==> config.mk <==
export PLATFORM = sky130hd
export DESIGN_NAME = key_ctl
export DESIGN_NICKNAME = d
export VERILOG_FILES = /design/src/rtl/key_pkg.sv /design/src/rtl/key_deb.sv /design/src/rtl/key_ctl.sv
export SDC_FILE = /design/constraint.sdc
export NUM_CORES = 1
export LEC_CHECK = 0
export BUFFER_PORTS_ARGS = -buffer_cell sky130_fd_sc_hd__buf_2
export CAP_MARGIN = 20
export CORE_ASPECT_RATIO = 1.25
export CORE_MARGIN = 5
export CORE_UTILIZATION = 55
export DETAILED_ROUTE_END_ITERATION = 8
export PLACE_DENSITY_LB_ADDON = 0.08
export SYNTH_ARGS = -nofsm -noshare
export SYNTH_HDL_FRONTEND = slang
export SYNTH_SLANG_ARGS = --single-unit
==> constraint.sdc <==
create_clock -name clk -period 3.6 [get_ports clk]
set_input_delay 0.9 -clock clk [delete_from_list [all_inputs] [get_ports clk]]
set_output_delay 0.9 -clock clk [all_outputs]
set_load 0.05 [all_outputs]
==> src/rtl/key_pkg.sv <==
// Shared types and default timing constants for the front-panel key controller.
// The debounce state enum is visible to both the debouncer and any checker that binds to it.
package key_pkg;

    typedef enum logic [1:0] {
        DEB_IDLE,
        DEB_PWAIT,
        DEB_HELD,
        DEB_RWAIT
    } deb_state_t;

    localparam int DEB_CYC_DEF  = 500_000;
    localparam int LONG_CYC_DEF = 50_000_000;
    localparam int REP_CYC_DEF  = 10_000_000;
    localparam int PAGES_DEF    = 4;

endpackage

==> src/rtl/key_deb.sv <==
// One key: 2-flop synchroniser, debounce FSM, hold timer and auto-repeat timer.
// The release event is named rel because release is a reserved word.
module key_deb
    import key_pkg::*;
#(
    parameter int DEB_CYC  = DEB_CYC_DEF,
    parameter int LONG_CYC = LONG_CYC_DEF,
    parameter int REP_CYC  = REP_CYC_DEF
) (
    input  logic       clk,
    input  logic       rst,
    input  logic       key,
    output logic       pressed,
    output logic       press,
    output logic       rel,
    output logic       long,
    output logic       rep,
    output deb_state_t state
);

    localparam int DW = $clog2(DEB_CYC);
    localparam int HW = $clog2(LONG_CYC);
    localparam int RW = $clog2(REP_CYC + 1);
    localparam logic [DW-1:0] DEB_LAST  = DW'(DEB_CYC - 1);
    localparam logic [HW-1:0] HOLD_LAST = HW'(LONG_CYC - 1);
    localparam logic [RW-1:0] REP_LAST  = RW'(REP_CYC - 1);

    logic          sync1;
    logic          sync2;
    deb_state_t    nxt;
    logic [DW-1:0] deb_cnt;
    logic [DW-1:0] deb_nxt;
    logic [HW-1:0] hold_cnt;
    logic [RW-1:0] rep_cnt;
    logic          long_done;
    logic          active;

    always_ff @(posedge clk) begin
        if (rst) begin
            sync1   <= 1'b1;
            sync2   <= 1'b1;
            state   <= DEB_IDLE;
            deb_cnt <= '0;
            pressed <= 1'b0;
        end else begin
            sync1   <= key;
            sync2   <= sync1;
            state   <= nxt;
            deb_cnt <= deb_nxt;
            pressed <= (nxt == DEB_HELD) || (nxt == DEB_RWAIT);
        end
    end

    // A wait state accepts the new level on its DEB_CYC-th consecutive sample.
    always_comb begin
        nxt     = state;
        deb_nxt = deb_cnt;
        press   = 1'b0;
        rel     = 1'b0;
        unique case (state)
            DEB_IDLE: begin
                if (!sync2) begin
                    nxt     = DEB_PWAIT;
                    deb_nxt = '0;
                end
            end
            DEB_PWAIT: begin
                if (sync2) begin
                    nxt     = DEB_IDLE;
                    deb_nxt = '0;
                end else if (deb_cnt == DEB_LAST) begin
                    nxt     = DEB_HELD;
                    deb_nxt = '0;
                    press   = 1'b1;
                end else begin
                    deb_nxt = deb_cnt + DW'(1);
                end
            end
            DEB_HELD: begin
                if (sync2) begin
                    nxt     = DEB_RWAIT;
                    deb_nxt = '0;
                end
            end
            DEB_RWAIT: begin
                if (!sync2) begin
                    nxt     = DEB_HELD;
                    deb_nxt = '0;
                end else if (deb_cnt == DEB_LAST) begin
                    nxt     = DEB_IDLE;
                    deb_nxt = '0;
                    rel     = 1'b1;
                end else begin
                    deb_nxt = deb_cnt + DW'(1);
                end
            end
            default: begin
                nxt     = DEB_IDLE;
                deb_nxt = '0;
            end
        endcase
    end

    assign active = (state == DEB_HELD) || (state == DEB_RWAIT);
    // Timed events are dropped on the edge that returns the key to IDLE.
    assign long   = active && !long_done && (hold_cnt == HOLD_LAST) && !rel;
    assign rep    = active && long_done && (rep_cnt == REP_LAST) && !rel;

    always_ff @(posedge clk) begin
        if (rst || press) begin
            hold_cnt  <= '0;
            rep_cnt   <= '0;
            long_done <= 1'b0;
        end else if (active) begin
            if (long) begin
                long_done <= 1'b1;
                rep_cnt   <= '0;
            end else if (long_done) begin
                rep_cnt <= (rep_cnt == REP_LAST) ? '0 : rep_cnt + RW'(1);
            end else if (hold_cnt != HOLD_LAST) begin
                hold_cnt <= hold_cnt + HW'(1);
            end
        end
    end

endmodule

==> src/rtl/key_ctl.sv <==
// Front-panel key controller: turns two debounced keys into page select, freeze flag,
// statistics-clear strobe and the status LEDs for the 7-segment display stage.
module key_ctl
    import key_pkg::*;
#(
    parameter int  DEB_CYC  = DEB_CYC_DEF,
    parameter int  LONG_CYC = LONG_CYC_DEF,
    parameter int  REP_CYC  = REP_CYC_DEF,
    parameter int  PAGES    = PAGES_DEF,
    localparam int PW       = $clog2(PAGES)
) (
    input  logic          clk,
    input  logic          rst,
    input  logic          key0,
    input  logic          key1,
    output logic [PW-1:0] page,
    output logic          freeze,
    output logic          clr,
    output logic          k0_evt,
    output logic [3:0]    led
);

    localparam logic [PW-1:0] PAGE_LAST = PW'(PAGES - 1);

    logic       k0_pressed, k0_press, k0_rel, k0_long, k0_rep;
    logic       k1_pressed, k1_press, k1_rel, k1_long, k1_rep;
    deb_state_t k0_state, k1_state;
    logic       k0_adv;
    logic       k1_long_seen;
    logic [1:0] page_lo;
    logic       unused_sigs;

    key_deb #(.DEB_CYC(DEB_CYC), .LONG_CYC(LONG_CYC), .REP_CYC(REP_CYC)) u_deb0 (
        .clk     (clk),
        .rst     (rst),
        .key     (key0),
        .pressed (k0_pressed),
        .press   (k0_press),
        .rel     (k0_rel),
        .long    (k0_long),
        .rep     (k0_rep),
        .state   (k0_state)
    );

    key_deb #(.DEB_CYC(DEB_CYC), .LONG_CYC(LONG_CYC), .REP_CYC(REP_CYC)) u_deb1 (
        .clk     (clk),
        .rst     (rst),
        .key     (key1),
        .pressed (k1_pressed),
        .press   (k1_press),
        .rel     (k1_rel),
        .long    (k1_long),
        .rep     (k1_rep),
        .state   (k1_state)
    );

    assign k0_adv = k0_press | k0_long | k0_rep;

    always_ff @(posedge clk) begin
        if (rst) begin
            page         <= '0;
            freeze       <= 1'b0;
            clr          <= 1'b0;
            k0_evt       <= 1'b0;
            k1_long_seen <= 1'b0;
        end else begin
            k0_evt <= k0_adv;
            clr    <= k1_long;
            if (k0_adv) begin
                page <= (page == PAGE_LAST) ? '0 : page + PW'(1);
            end
            // A key1 release only toggles freeze if that hold never reached long.
            if (k1_press) begin
                k1_long_seen <= 1'b0;
            end else if (k1_long) begin
                k1_long_seen <= 1'b1;
            end
            if (k1_rel && !k1_long_seen) begin
                freeze <= ~freeze;
            end
        end
    end

    assign page_lo     = 2'(page);
    assign led         = {freeze, k0_pressed, page_lo};
    assign unused_sigs = ^{k0_rel, k1_pressed, k1_rep, k0_state, k1_state};

endmodule
==> impl_results.md, run 1 <==
* Worst Max-Slew Pin Slew at between 0.9 and 1 ns
* Post-synthesis average cell area at around 8.3 µm²
* Via-per-instance ratio at 5.75
* Global-route met3 utilization at 0.0468
* Cell type with the largest total area after synthesis: dfxtp_1
* Worst Path Buf+Inv at 1
* Number of global-route vias before repair at just over 5000
* Commonest non-fill, non-tap cells in the layout: dfxtp_1, nor2_1, nand2_1
* Effective utilization at floorplan at 0.562
* Resize count post-CTS at 0
* Synth Area in Simple Gates at 0.318
* Final antenna-violating net count at 0
* Switching part of the total at 0.208
* Portion of total power attributed to the clock network at 0.496
* Status: completed
* DRC viols at 0
* Port buffer count at 12
* Number of diodes added for antenna fixing at 0
* Initial antenna violation count at 0
* Number of stages on the worst hold path at 1
* Gate family responsible for the most delay along the worst path: simple AND/OR/NAND/NOR gates
* Xor and xnor fraction of the mapped netlist area at 0.106
* Die extent in x at 105 µm
* Area of the die at between 10000 and 15000 µm²
* Reg-to-reg critical path endpoint: u_deb0.rep_cnt[22]
* Top cell type's share of synthesized area at 0.419
* GRT overflow at 0
* Clock latency of the later-clocked register in the worst-skew pair at approximately 0.41 ns
* Drt initial violations at 238
* Buffers inserted during post-CTS setup optimization at 0
* Met2 track demand over resource at 0.352
* Required time of the critical path at about 4 ns
* Hold path startpoint: u_deb0.sync1
* Number of H-tree branching levels at 4
* Nets@finish at between 700 and 800
* Number of pins exceeding their max-slew limit in the final report at 0
* Count of flip-flops with a built-in enable after synthesis at 0
* Global routing usage on met1 at 0.236
* End point of the most critical hold path: u_deb0.sync2
* Net switching power at between 0.0006 and 0.0007 W
* Library cell contributing the largest single delay on the critical path: or4_4
* Hold WS at between 0.4 and 0.5 ns
* Worst slew slack as a fraction of its limit at 0.382
* Nets in the synthesized netlist at 761
* Synthesized netlist cell count at 751
* Compound-cell area share of the yosys netlist at 0.0934
* Number of fillers in the final layout at between 1000 and 1500
* DRT Pass-1 Iters at 4
* Yosys cell types at just over 60
* Number of buffers created by CTS at 17
* Final RePlAce weighted congestion at just over 0.8
* Post-detailed-routing wire length at around 13000 µm
* Number of sinks on the clock net at 131
* Worst path arrival time at ~3.0 ns
* Seq pwr share at 0.486
* Most frequent standard cell in the layout excluding fill and tap cells: dfxtp_1
* Setup repair after global routing missed its margin: no
* Max-capacitance violation count at 0
* Growth of design area from synthesis to finish at 10.6%
* Overall Global Routing Usage at 0.201
* Adder and majority cell fraction of the synthesized area at 0.0120
* Cell area power density at 434 nW/µm²
* Clock transition at the registers of the reported paths at 0.05 ns
* Timing-limited maximum frequency at approximately 370 MHz
* Portion of the post-synthesis area used by sequential elements at 0.419
* Detail Placement HPWL at 9000 µm
* Combinational Power Share at 0.018
* Main combinational cell family by area after synthesis: simple AND/OR/NAND/NOR gates
* Most area-consuming cells after synthesis: dfxtp_1, nor2_1, xor2_1
* Register-to-Register Path Depth at 7
* Yosys warns at 0
* Worst Path Max Fanout at 18
* Final Skew at approximately 0.0054 ns
* Routing layer with the top usage in global route: met2
* IO Pins at 13
* Maximum number of buffers from clock root to sink at 2
* First-pass GRT wire length at 22700 µm
* Num rows at 43
* Cells along the critical path: or4b_1 > or4_4 > a311oi_4 > a211oi_2 > buf_4 > a21o_1 > a22o_1
* TritonCTS clock tree: built
* Post-synth ARST share at 0
* Sum of negative setup slack at 0 ns
* Maximum number of pins on one net before global-route repair at 36
* Fraction of final layout cells sized beyond drive strength 1 at 0.0829
* Mapped Area at about 6300 µm²
* Startpoint class of the critical path: register
* Flop and latch count out of synthesis at roughly 130
* Type of the worst setup path: reg2reg
* Post-route total power at around 0.0030 W
* Worst setup EP type: register
* Leakage at 2.44 nW
* Flop2flop setup slack at just over 0.9 ns
* Root Buffer: clkbuf_16
* Worst path depth at 7
* Post-layout minimum cycle time at 2.67 ns
* Final setup violating endpoints at 0
* Maximum ir drop on the vdd rail at about 0.27 mV
* Critical path's largest stage delay at 0.58 ns
* Dominant register cell in the synthesized netlist: dfxtp_1
* Power Internal at 0.00238 W
* Total via count in the routed design at approximately 5200
* Fraction of the cycle the final worst path needs at 0.742
* Hold crit path type: reg2reg
* Final hold violation count at 0
* Wire length per cell after detailed routing at between 10 and 15 µm
* Core footprint at between 10000 and 15000 µm²
* Height of the chip at between 100 and 150 µm
* Critical R2R Launch: u_deb0.hold_cnt[9]
* Hold-fix buffers, CTS at 0
* Portion of netlist area occupied by mux cells at 0.0184
cell families (layout without fill, tap and decap cells):
kind of cell | count (synthesis) | in the layout
AO/OA/AOI/OAI | 89 | 89
XOR/XNOR | 76 | 76
adder cells (fa/ha/maj) | 6 | 6
buffers and inverters | 47 | 68
flip-flops | 131 | 131
multiplexers | 11 | 11
AND/OR/NAND/NOR | 391 | 391
power by group through the flow:
stage | clock (W) | combinational, W | sequential (W)
detailed placement | 0 | 0.0000557 | 0.00149
floorplan | 0 | 0.0000398 | 0.00149
global route | 0.00158 | 0.0000618 | 0.00146
CTS | 0.00152 | 0.0000561 | 0.00146
global placement | 0 | 0.0000547 | 0.00149
finish | 0.00149 | 0.0000552 | 0.00146
synthesized netlist by cell type (all sizes together) (3+ instances only):
| library cell | n |
|---|---|
| dfxtp | 131 |
| nor2 | 122 |
| nand2 | 56 |
| nand3 | 52 |
| xor2 | 44 |
| nand4 | 34 |
| xnor2 | 32 |
| a21oi | 27 |
| inv | 23 |
| nor3 | 23 |
| o21ai | 22 |
| or3 | 16 |
| and3 | 15 |
| clkbuf | 15 |
| or2 | 11 |
| mux2i | 10 |
| nor4 | 10 |
| and2 | 9 |
| buf | 9 |
| and4 | 8 |
| nor2b | 8 |
| a31oi | 6 |
| ha | 6 |
| or4 | 5 |
| a22oi | 4 |
| nand2b | 4 |
| nor4b | 4 |
| o21a | 4 |
| o31ai | 4 |
| a311oi | 3 |
| nand3b | 3 |
| nor3b | 3 |
| or4b | 3 |
flip-flops by register name, indices dropped and copies added (netlist names), named ones only:
| signal | cells |
|---|---|
| u_deb0.deb_cnt | 19 |
| u_deb0.sync1 | 1 |
| u_deb1.sync2 | 1 |
| u_deb0.pressed | 1 |
| k1_long_seen | 1 |
| u_deb0.state | 2 |
| u_deb1.long_done | 1 |
| u_deb0.sync2 | 1 |
| u_deb1.hold_cnt | 26 |
| u_deb1.deb_cnt | 19 |
| u_deb1.state | 1 |
| page | 2 |
| u_deb0.hold_cnt | 26 |
| k0_evt | 1 |
| u_deb0.long_done | 1 |
| u_deb1.sync1 | 1 |
| freeze | 1 |
| clr | 1 |
| u_deb0.rep_cnt | 24 |
layer usage:
metal	up-vias	share of wire	wire (µm)
met2	69	0.50	6490
met3	19	0.029	371
li1	2654	-	-
met4	0	0.013	173
met1	2474	0.45	5830
met5	-	0	0
worst max path at each step:
stage,startpoint,endpoint,slack (ns)
2_1_floorplan,u_deb0.hold_cnt[9],page[0],1.10
3_3_place_gp,u_deb0.hold_cnt[9],u_deb0.rep_cnt[22],0.99
3_5_place_dp,u_deb0.hold_cnt[9],u_deb0.rep_cnt[22],0.95
4_1_cts,u_deb0.hold_cnt[9],u_deb0.rep_cnt[22],0.94
5_1_grt,u_deb0.deb_cnt[0],u_deb0.rep_cnt[16],0.77
6_report,u_deb0.hold_cnt[9],u_deb0.rep_cnt[22],0.93
area by class of cell:
class                           count  area [µm²]  share of cell area
Multi-Input combinational cell    573        3430               0.496
Sequential cell                   131        2620               0.379
Clock buffer                       21         470              0.0680
Tap cell                          135         169              0.0244
Timing Repair Buffer               18         105              0.0152
Inverter                           23        86.3              0.0125
Clock inverter                      6        35.0             0.00507
per-stage QoR:
step	area (µm²)	cells	utilization	worst slack, ns
floorplan	6250	751	-	1.10
global placement	6410	880	0.576	0.989
detailed placement	6410	880	0.576	0.945
CTS	6920	907	0.621	0.940
global route	6920	907	0.621	0.771
finish	6920	907	0.621	0.928
Note: power is estimated with default switching activity, not from simulation.
==> run 2, diff against run 1 <==
- ABC_AREA: unset -> 1
- clock period: 3.6 -> 2.25 ns (I/O delays scaled with it)
==> run 2 against run 1 <==
Effect of this change: clock power increased by 100%; clock-buffer cell count increased by 3; worst hold slack got worse by 0.10 ns; die area increased by 24%; via count increased by 45%; synthesized cell count increased by 64%; clock skew increased by 0.0045 ns; first-iteration DRC count increased by 79%; cell count increased by 59%; global-route usage increased by 3.3 points; critical path depth increased by 6; area after synthesis increased by 26%.
==> impl_results.md, run 2 <==
* Status: completed
* Required time of the critical path at between 2 and 3 ns
* Most area-consuming cells after synthesis: dfxtp_1, nand2_1, nor2_1
* Max-capacitance violation count at 0
* Gate family responsible for the most delay along the worst path: simple AND/OR/NAND/NOR gates
* Area occupied by multi-input gates at approximately 4400 µm²
* Hold path startpoint: key1
* Net switching power at 0.00109 W
* Timing-limited maximum frequency at just over 500 MHz
* Flop and latch count out of synthesis at 131
* Library cell contributing the largest single delay on the critical path: dfxtp_1
* Height of the chip at about 140 µm
* Post-detailed-routing wire length at 18600 µm
* Fraction of final layout cells sized beyond drive strength 1 at 0.0960
* Critical R2R Launch: u_deb0.hold_cnt[0]
* Cell area after placement at a little over 8000 µm²
* Final RePlAce weighted congestion at 0.925
* Via-per-instance ratio at between 5 and 6
* Ranking of synthesized cells by instance count: nand2_1, nor2_1, inv_1, dfxtp_1, a21oi_1
* Cells along the critical path: ha_1 > inv_1 > nor2_4 > nand2_2 > nor2_2 > nand3_1 > nor2_2 > nand2_4 > nand2_8 > nand2_4 > nand2_1 > nand2_1 > nor2_1
* Post-synth ARST share at 0
* Nets in the synthesized netlist at roughly 1200
* Total via count in the routed design at between 7000 and 8000
* Combinational Power Share at 0.018
* Worst path arrival time at roughly 2.3 ns
* Number of global-route vias before repair at about 7200
* Most frequent standard cell in the layout excluding fill and tap cells: nand2_1
* Hold-fix buffers, CTS at 0
* Placed Instances at 1406
* Portion of total power attributed to the clock network at 0.554
* Clock transition at the registers of the reported paths at approximately 0.06 ns
* Die extent in x at between 100 and 150 µm
* DRC viols at 0
* Switching part of the total at 0.201
* Number of H-tree branching levels at 4
* Wire length per cell after detailed routing at 12.9 µm
* Power Internal at 0.00435 W
* Origin of the worst setup path: u_deb0.hold_cnt[0]
* Hold crit path type: in2reg
* Sum of negative setup slack at 0 ns
* First-pass GRT wire length at between 30000 and 40000 µm
* Nets@finish at ~1300
* Number of fillers in the final layout at 1404
* TritonCTS clock tree: built
* Startpoint class of the critical path: register
* Post-layout minimum cycle time at approximately 2.0 ns
* Maximum number of buffers from clock root to sink at 2
* GRT overflow at 0
* Overall Global Routing Usage at 0.234
* Sequential standard cell area at between 2000 and 3000 µm²
* Detail Placement HPWL at ~14000 µm
* Synth Area in Simple Gates at 0.410
* Port buffer count at 12
* Core footprint at 14200 µm²
* Dominant register cell in the synthesized netlist: dfxtp_1
* Main combinational cell family by area after synthesis: simple AND/OR/NAND/NOR gates
* Worst Path Buf+Inv at 1
* Initial antenna violation count at 0
* Yosys cell types at 45
* Final cell utilization of the core at 0.612
* Effective utilization at floorplan at 0.553
* Clock latency of the later-clocked register in the worst-skew pair at around 0.43 ns
* Cell area power density at between 600 and 700 nW/µm²
* Growth of design area from synthesis to finish at 10.6%
* Number of pins exceeding their max-slew limit in the final report at 0
* Setup repair after global routing missed its margin: no
* Buffers inserted during post-CTS setup optimization at 0
* Most numerous cell in the Yosys netlist: nand2_1
* Worst Max-Slew Pin Slew at between 0.4 and 0.5 ns
* Final non-filler cell total at around 1400
* Summed area of non-filler cells in the final layout at slightly below 9000 µm²
* Critical path's largest stage delay at 0.37 ns
* Compound-cell area share of the yosys netlist at 0.0981
* Num rows at roughly 50
* Number of buffers created by CTS at 17
* Synthesized netlist cell count at between 1000 and 1500
* Post-synthesis average cell area at 6.38 µm²
* DRT Pass-1 Iters at 5
* Seq pwr share at 0.428
* Mapped Area at 7870 µm²
* Number of diodes added for antenna fixing at 0
* Type of the worst setup path: reg2reg
* Worst slew slack as a fraction of its limit at 0.681
* Xor and xnor fraction of the mapped netlist area at 0.0456
* Worst Path Max Fanout at 25
* IO Pins at 13
* Final setup violating endpoints at 0
* Drt initial violations at 426
* Final antenna-violating net count at 0
* Worst setup EP type: register
* Leakage at roughly 3.3 nW
* Final Skew at a little under 0.01 ns
* Root Buffer: clkbuf_16
* Largest registers: u_deb0.hold_cnt: 26 flops, u_deb1.hold_cnt: 26 flops, u_deb0.rep_cnt: 24 flops
* Final hold violation count at 0
* Count of flip-flops with a built-in enable after synthesis at 0
* Portion of the post-synthesis area used by sequential elements at 0.333
* Hold WS at ~0.32 ns
* Adder and majority cell fraction of the synthesized area at 0.00954
* Top cell type's share of synthesized area at 0.333
* Cell type with the largest total area after synthesis: dfxtp_1
* Portion of netlist area occupied by mux cells at 0
* Resize count post-CTS at 0
* Fraction of the cycle the final worst path needs at 0.878
* Commonest non-fill, non-tap cells in the layout: nand2_1, nor2_1, inv_1
* Maximum ir drop on the vdd rail at roughly 0.55 mV
* Maximum number of pins on one net before global-route repair at 27
* Number of sinks on the clock net at 131
* Yosys warns at 0
* Area of the die at 16800 µm²
-- run 2: kinds of logic after synthesis --
group | Yosys count
XOR/XNOR | 41
AND/OR/NAND/NOR | 731
flip-flops | 131
buffers and inverters | 194
AO/OA/AOI/OAI | 131
adder cells (fa/ha/maj) | 6
-- run 2: cell type report --
class,count,share of cell area
clock buffer,24,0.0576
clock inverter,8,0.0168
inverter,159,0.0685
multi-input combinational,909,0.509
sequential,131,0.301
tap,178,0.0256
timing repair buffer,29,0.0215
-- run 2: stage by stage --
stage	power, W	setup WS [ns]
6_report	0.00544	0.275
5_1_grt	0.00562	0.0162
4_1_cts	0.00549	0.276
3_5_place_dp	0.00248	0.310
3_3_place_gp	0.00248	0.368
2_1_floorplan	0.00245	0.540
-- run 2: power groups by stage --
stage,sequential [W],clock [W],combinational [W]
final,0.00233,0.00302,0.0000974
after global routing,0.00233,0.00318,0.000108
after CTS,0.00233,0.00307,0.0000986
after detailed placement,0.00238,0,0.0000982
after global placement,0.00238,0,0.0000984
after floorplan,0.00238,0,0.0000715
-- run 2: per-layer routing --
layer	part of all wire	vias up	track usage
met5	0	-	0
met4	0.028	0	0.0900
met3	0.026	49	0.0480
met2	0.49	119	0.402
met1	0.45	3391	0.286
li1	-	3985	-
-- run 2: final timing paths --
path                                      endpoint  slack (ns)  cells past startpoint
worst min register to register        u_deb1.sync2        0.41                      1
worst max-delay path            u_deb0.rep_cnt[21]        0.28                     13
worst min-delay path                  u_deb1.sync1        0.32                      2
worst max register to register  u_deb0.rep_cnt[21]        0.28                     13
==> run 3, diff against run 2 <==
- SETUP_SLACK_MARGIN: unset -> 0.3
- clock period: 2.25 -> 1.69 ns (I/O delays scaled with it)
==> run 3 against run 2 <==
Effect of this change: the flow now finishes with violations (setup timing); combinational power rose to 3.1 times the previous value; cell area rose by 30%; routed wire length rose by 37%; setup slack got worse by 0.47 ns; critical path type unchanged; largest power group unchanged.
==> impl_results.md, run 3 (synthesis results as in run 2) <==
* Switching part of the total at 0.220
* Power Internal at approximately 0.0056 W
* Number of global-route vias before repair at slightly above 8000
* Clock transition at the registers of the reported paths at ~0.060 ns
* Critical R2R Launch: u_deb1.deb_cnt[3]
* Worst Max-Slew Pin Slew at 0.527 ns
* Area of the die at between 15000 and 20000 µm²
* Maximum number of pins on one net before global-route repair at 28
* Reg-to-reg critical path endpoint: u_deb1.hold_cnt[11]
* Post-detailed-routing wire length at between 20000 and 30000 µm
* TritonCTS clock tree: built
* Overall Global Routing Usage at 0.275
* Failing checks: setup timing
* Number of buffers created by CTS at 17
* Final hold violation count at 0
* Worst Path Max Fanout at 8
* Flop2flop setup slack at -0.20 ns
* Core footprint at about 14000 µm²
* Net switching power at around 0.0016 W
* Number of stages on the worst hold path at 2
* Worst slew slack as a fraction of its limit at 0.645
* End point of the most critical hold path: u_deb1.sync1
* DRC viols at 0
* Cell area power density at between 600 and 700 nW/µm²
* Combinational Power Share at 0.043
* Largest registers: u_deb0.hold_cnt: 26 flops, u_deb1.hold_cnt: 26 flops, u_deb0.rep_cnt: 24 flops
* IO Pins at 13
* Most frequent standard cell in the layout excluding fill and tap cells: nand2_1
* Startpoint class of the critical path: register
* Worst setup EP type: register
* Clock latency of the later-clocked register in the worst-skew pair at 0.43 ns
* Maximum number of buffers from clock root to sink at 2
* Register-to-Register Path Depth at 10
* Number of diodes added for antenna fixing at 0
* Nets@finish at around 1400
* Effective utilization at floorplan at 0.553
* First-pass GRT wire length at ~37000 µm
* Root Buffer: clkbuf_16
* Via-per-instance ratio at around 5.6
* Number of sinks on the clock net at roughly 130
* Seq pwr share at 0.431
* Final setup violating endpoints at 78
* Number of pins exceeding their max-slew limit in the final report at 0
* Wire length per cell after detailed routing at between 15 and 20 µm
* Required time of the critical path at 2.01 ns
* Final Skew at roughly 0.0063 ns
* Timing-limited maximum frequency at ~530 MHz
* Gate family responsible for the most delay along the worst path: simple AND/OR/NAND/NOR gates
* Cells along the critical path: inv_1 > nor2_4 > nand3_4 > nor2_4 > nand2_4 > o21ai_4 > buf_6 > buf_6 > buf_16 > a21oi_2
* Hold crit path type: in2reg
* Initial antenna violation count at 0
* DRT Pass-1 Iters at 7
* Final cell utilization of the core at 0.799
* Critical path's largest stage delay at 0.36 ns
* Type of the worst setup path: reg2reg
* Maximum ir drop on the vdd rail at 0.590 mV
* Fraction of final layout cells sized beyond drive strength 1 at 0.364
* Hold WS at 0.177 ns
* Number of H-tree branching levels at 4
* Portion of total power attributed to the clock network at 0.526
* GRT overflow at 0
* Setup repair after global routing missed its margin: yes
* Final RePlAce weighted congestion at slightly below 0.9
* Final antenna-violating net count at 0
* Detail Placement HPWL at 14300 µm
* Slack of the critical path at -0.199 ns
* Num rows at 49
* Post-layout minimum cycle time at between 1.5 and 2 ns
* Max-capacitance violation count at 0
* Die extent in x at about 120 µm
* Growth of design area from synthesis to finish at 44.4%
* Fraction of the cycle the final worst path needs at 1.12
* Status: complete, but fails checks
* Worst Path Buf+Inv at 4
* Library cell contributing the largest single delay on the critical path: dfxtp_1
* Hold path startpoint: key1
* Total via count in the routed design at roughly 8900
* Leakage at 4.46 nW
* Height of the chip at between 100 and 150 µm
* Drt initial violations at 719
* Commonest non-fill, non-tap cells in the layout: nand2_1, nor2_1, inv_1
* Sum of negative setup slack at -8.38 ns
* Worst path arrival time at about 2.2 ns
* Port buffer count at 12
==> run 3: cell types whose count changed in the layout (fill, tap and decap cells not counted), sizes merged <==
cell,change
inv,+1
bufinv,-2
buf,+150
clkbuf,+2
clkinvlp,+2
nand2,+4
==> run 3: routing by layer <==
layer,up-vias,track usage,share of wire
met4,0,0.132,0.052
met1,4078,0.317,0.38
met3,124,0.0564,0.057
li1,4310,-,-
met5,-,0,0
met2,383,0.481,0.51
==> run 3: worst register-to-register path, delay by kind of cell (launching register included) <==
| kind | cells | cell delay [ns] |
|---|---|---|
| compound gates | 2 | 0.27 |
| buf+inv | 4 | 0.54 |
| flops | 1 | 0.36 |
| simple gates | 4 | 0.60 |
==> run 3: layout make-up <==
| class | count | area [µm²] |
|---|---|---|
| Multi-Input combinational cell | 913 | 5500 |
| Fill cell | 898 | 2860 |
| Sequential cell | 131 | 2680 |
| Timing Repair Buffer | 180 | 1700 |
| Inverter | 159 | 629 |
| Clock buffer | 25 | 505 |
| Tap cell | 178 | 223 |
| Clock inverter | 7 | 96.3 |
| Timing Repair inverter | 2 | 32.5 |
==> run 3: power by group through the flow <==
| stage | Clock (W) | Combinational (W) | Sequential [W] |
|---|---|---|---|
| after floorplan | 0 | 0.000110 | 0.00317 |
| after global placement | 0 | 0.000166 | 0.00317 |
| after detailed placement | 0 | 0.000167 | 0.00317 |
| after CTS | 0.00380 | 0.000259 | 0.00309 |
| after global routing | 0.00398 | 0.000321 | 0.00309 |
| final | 0.00377 | 0.000306 | 0.00309 |
==> run 3: timing repair <==
action / in CTS / in global routing
hold buffers: 0 / 0
pin swaps: 61 / 52
endpoints found under the setup margin: 136 / 134
gates resized for setup: 178 / 166
setup buffers: 46 / 17
cloned: 8 / 3
==> run 3: worst max path at each step <==
stage,from,to,slack [ns],cells after the start
3_3_place_gp,u_deb0.hold_cnt[1],u_deb0.hold_cnt[8],-0.09,12
3_5_place_dp,u_deb0.hold_cnt[1],u_deb0.hold_cnt[24],-0.11,13
4_1_cts,u_deb0.hold_cnt[1],u_deb0.rep_cnt[21],0.03,13
2_1_floorplan,u_deb0.hold_cnt[1],u_deb0.rep_cnt[17],0.04,13
6_report,u_deb1.deb_cnt[3],u_deb1.hold_cnt[11],-0.20,10
5_1_grt,u_deb1.deb_cnt[3],u_deb1.hold_cnt[11],-0.27,10
==> run 3: through the flow <==
step / setup slack (ns) / power, W / instances / area, µm²
finish: -0.199 / 0.00717 / 1595 / 11400
CTS: 0.0263 / 0.00715 / 1575 / 10600
global route: -0.275 / 0.00739 / 1595 / 11400
global placement: -0.0884 / 0.00333 / 1489 / 8950
detailed placement: -0.109 / 0.00333 / 1489 / 8950
floorplan: 0.0399 / 0.00328 / 1234 / 8120
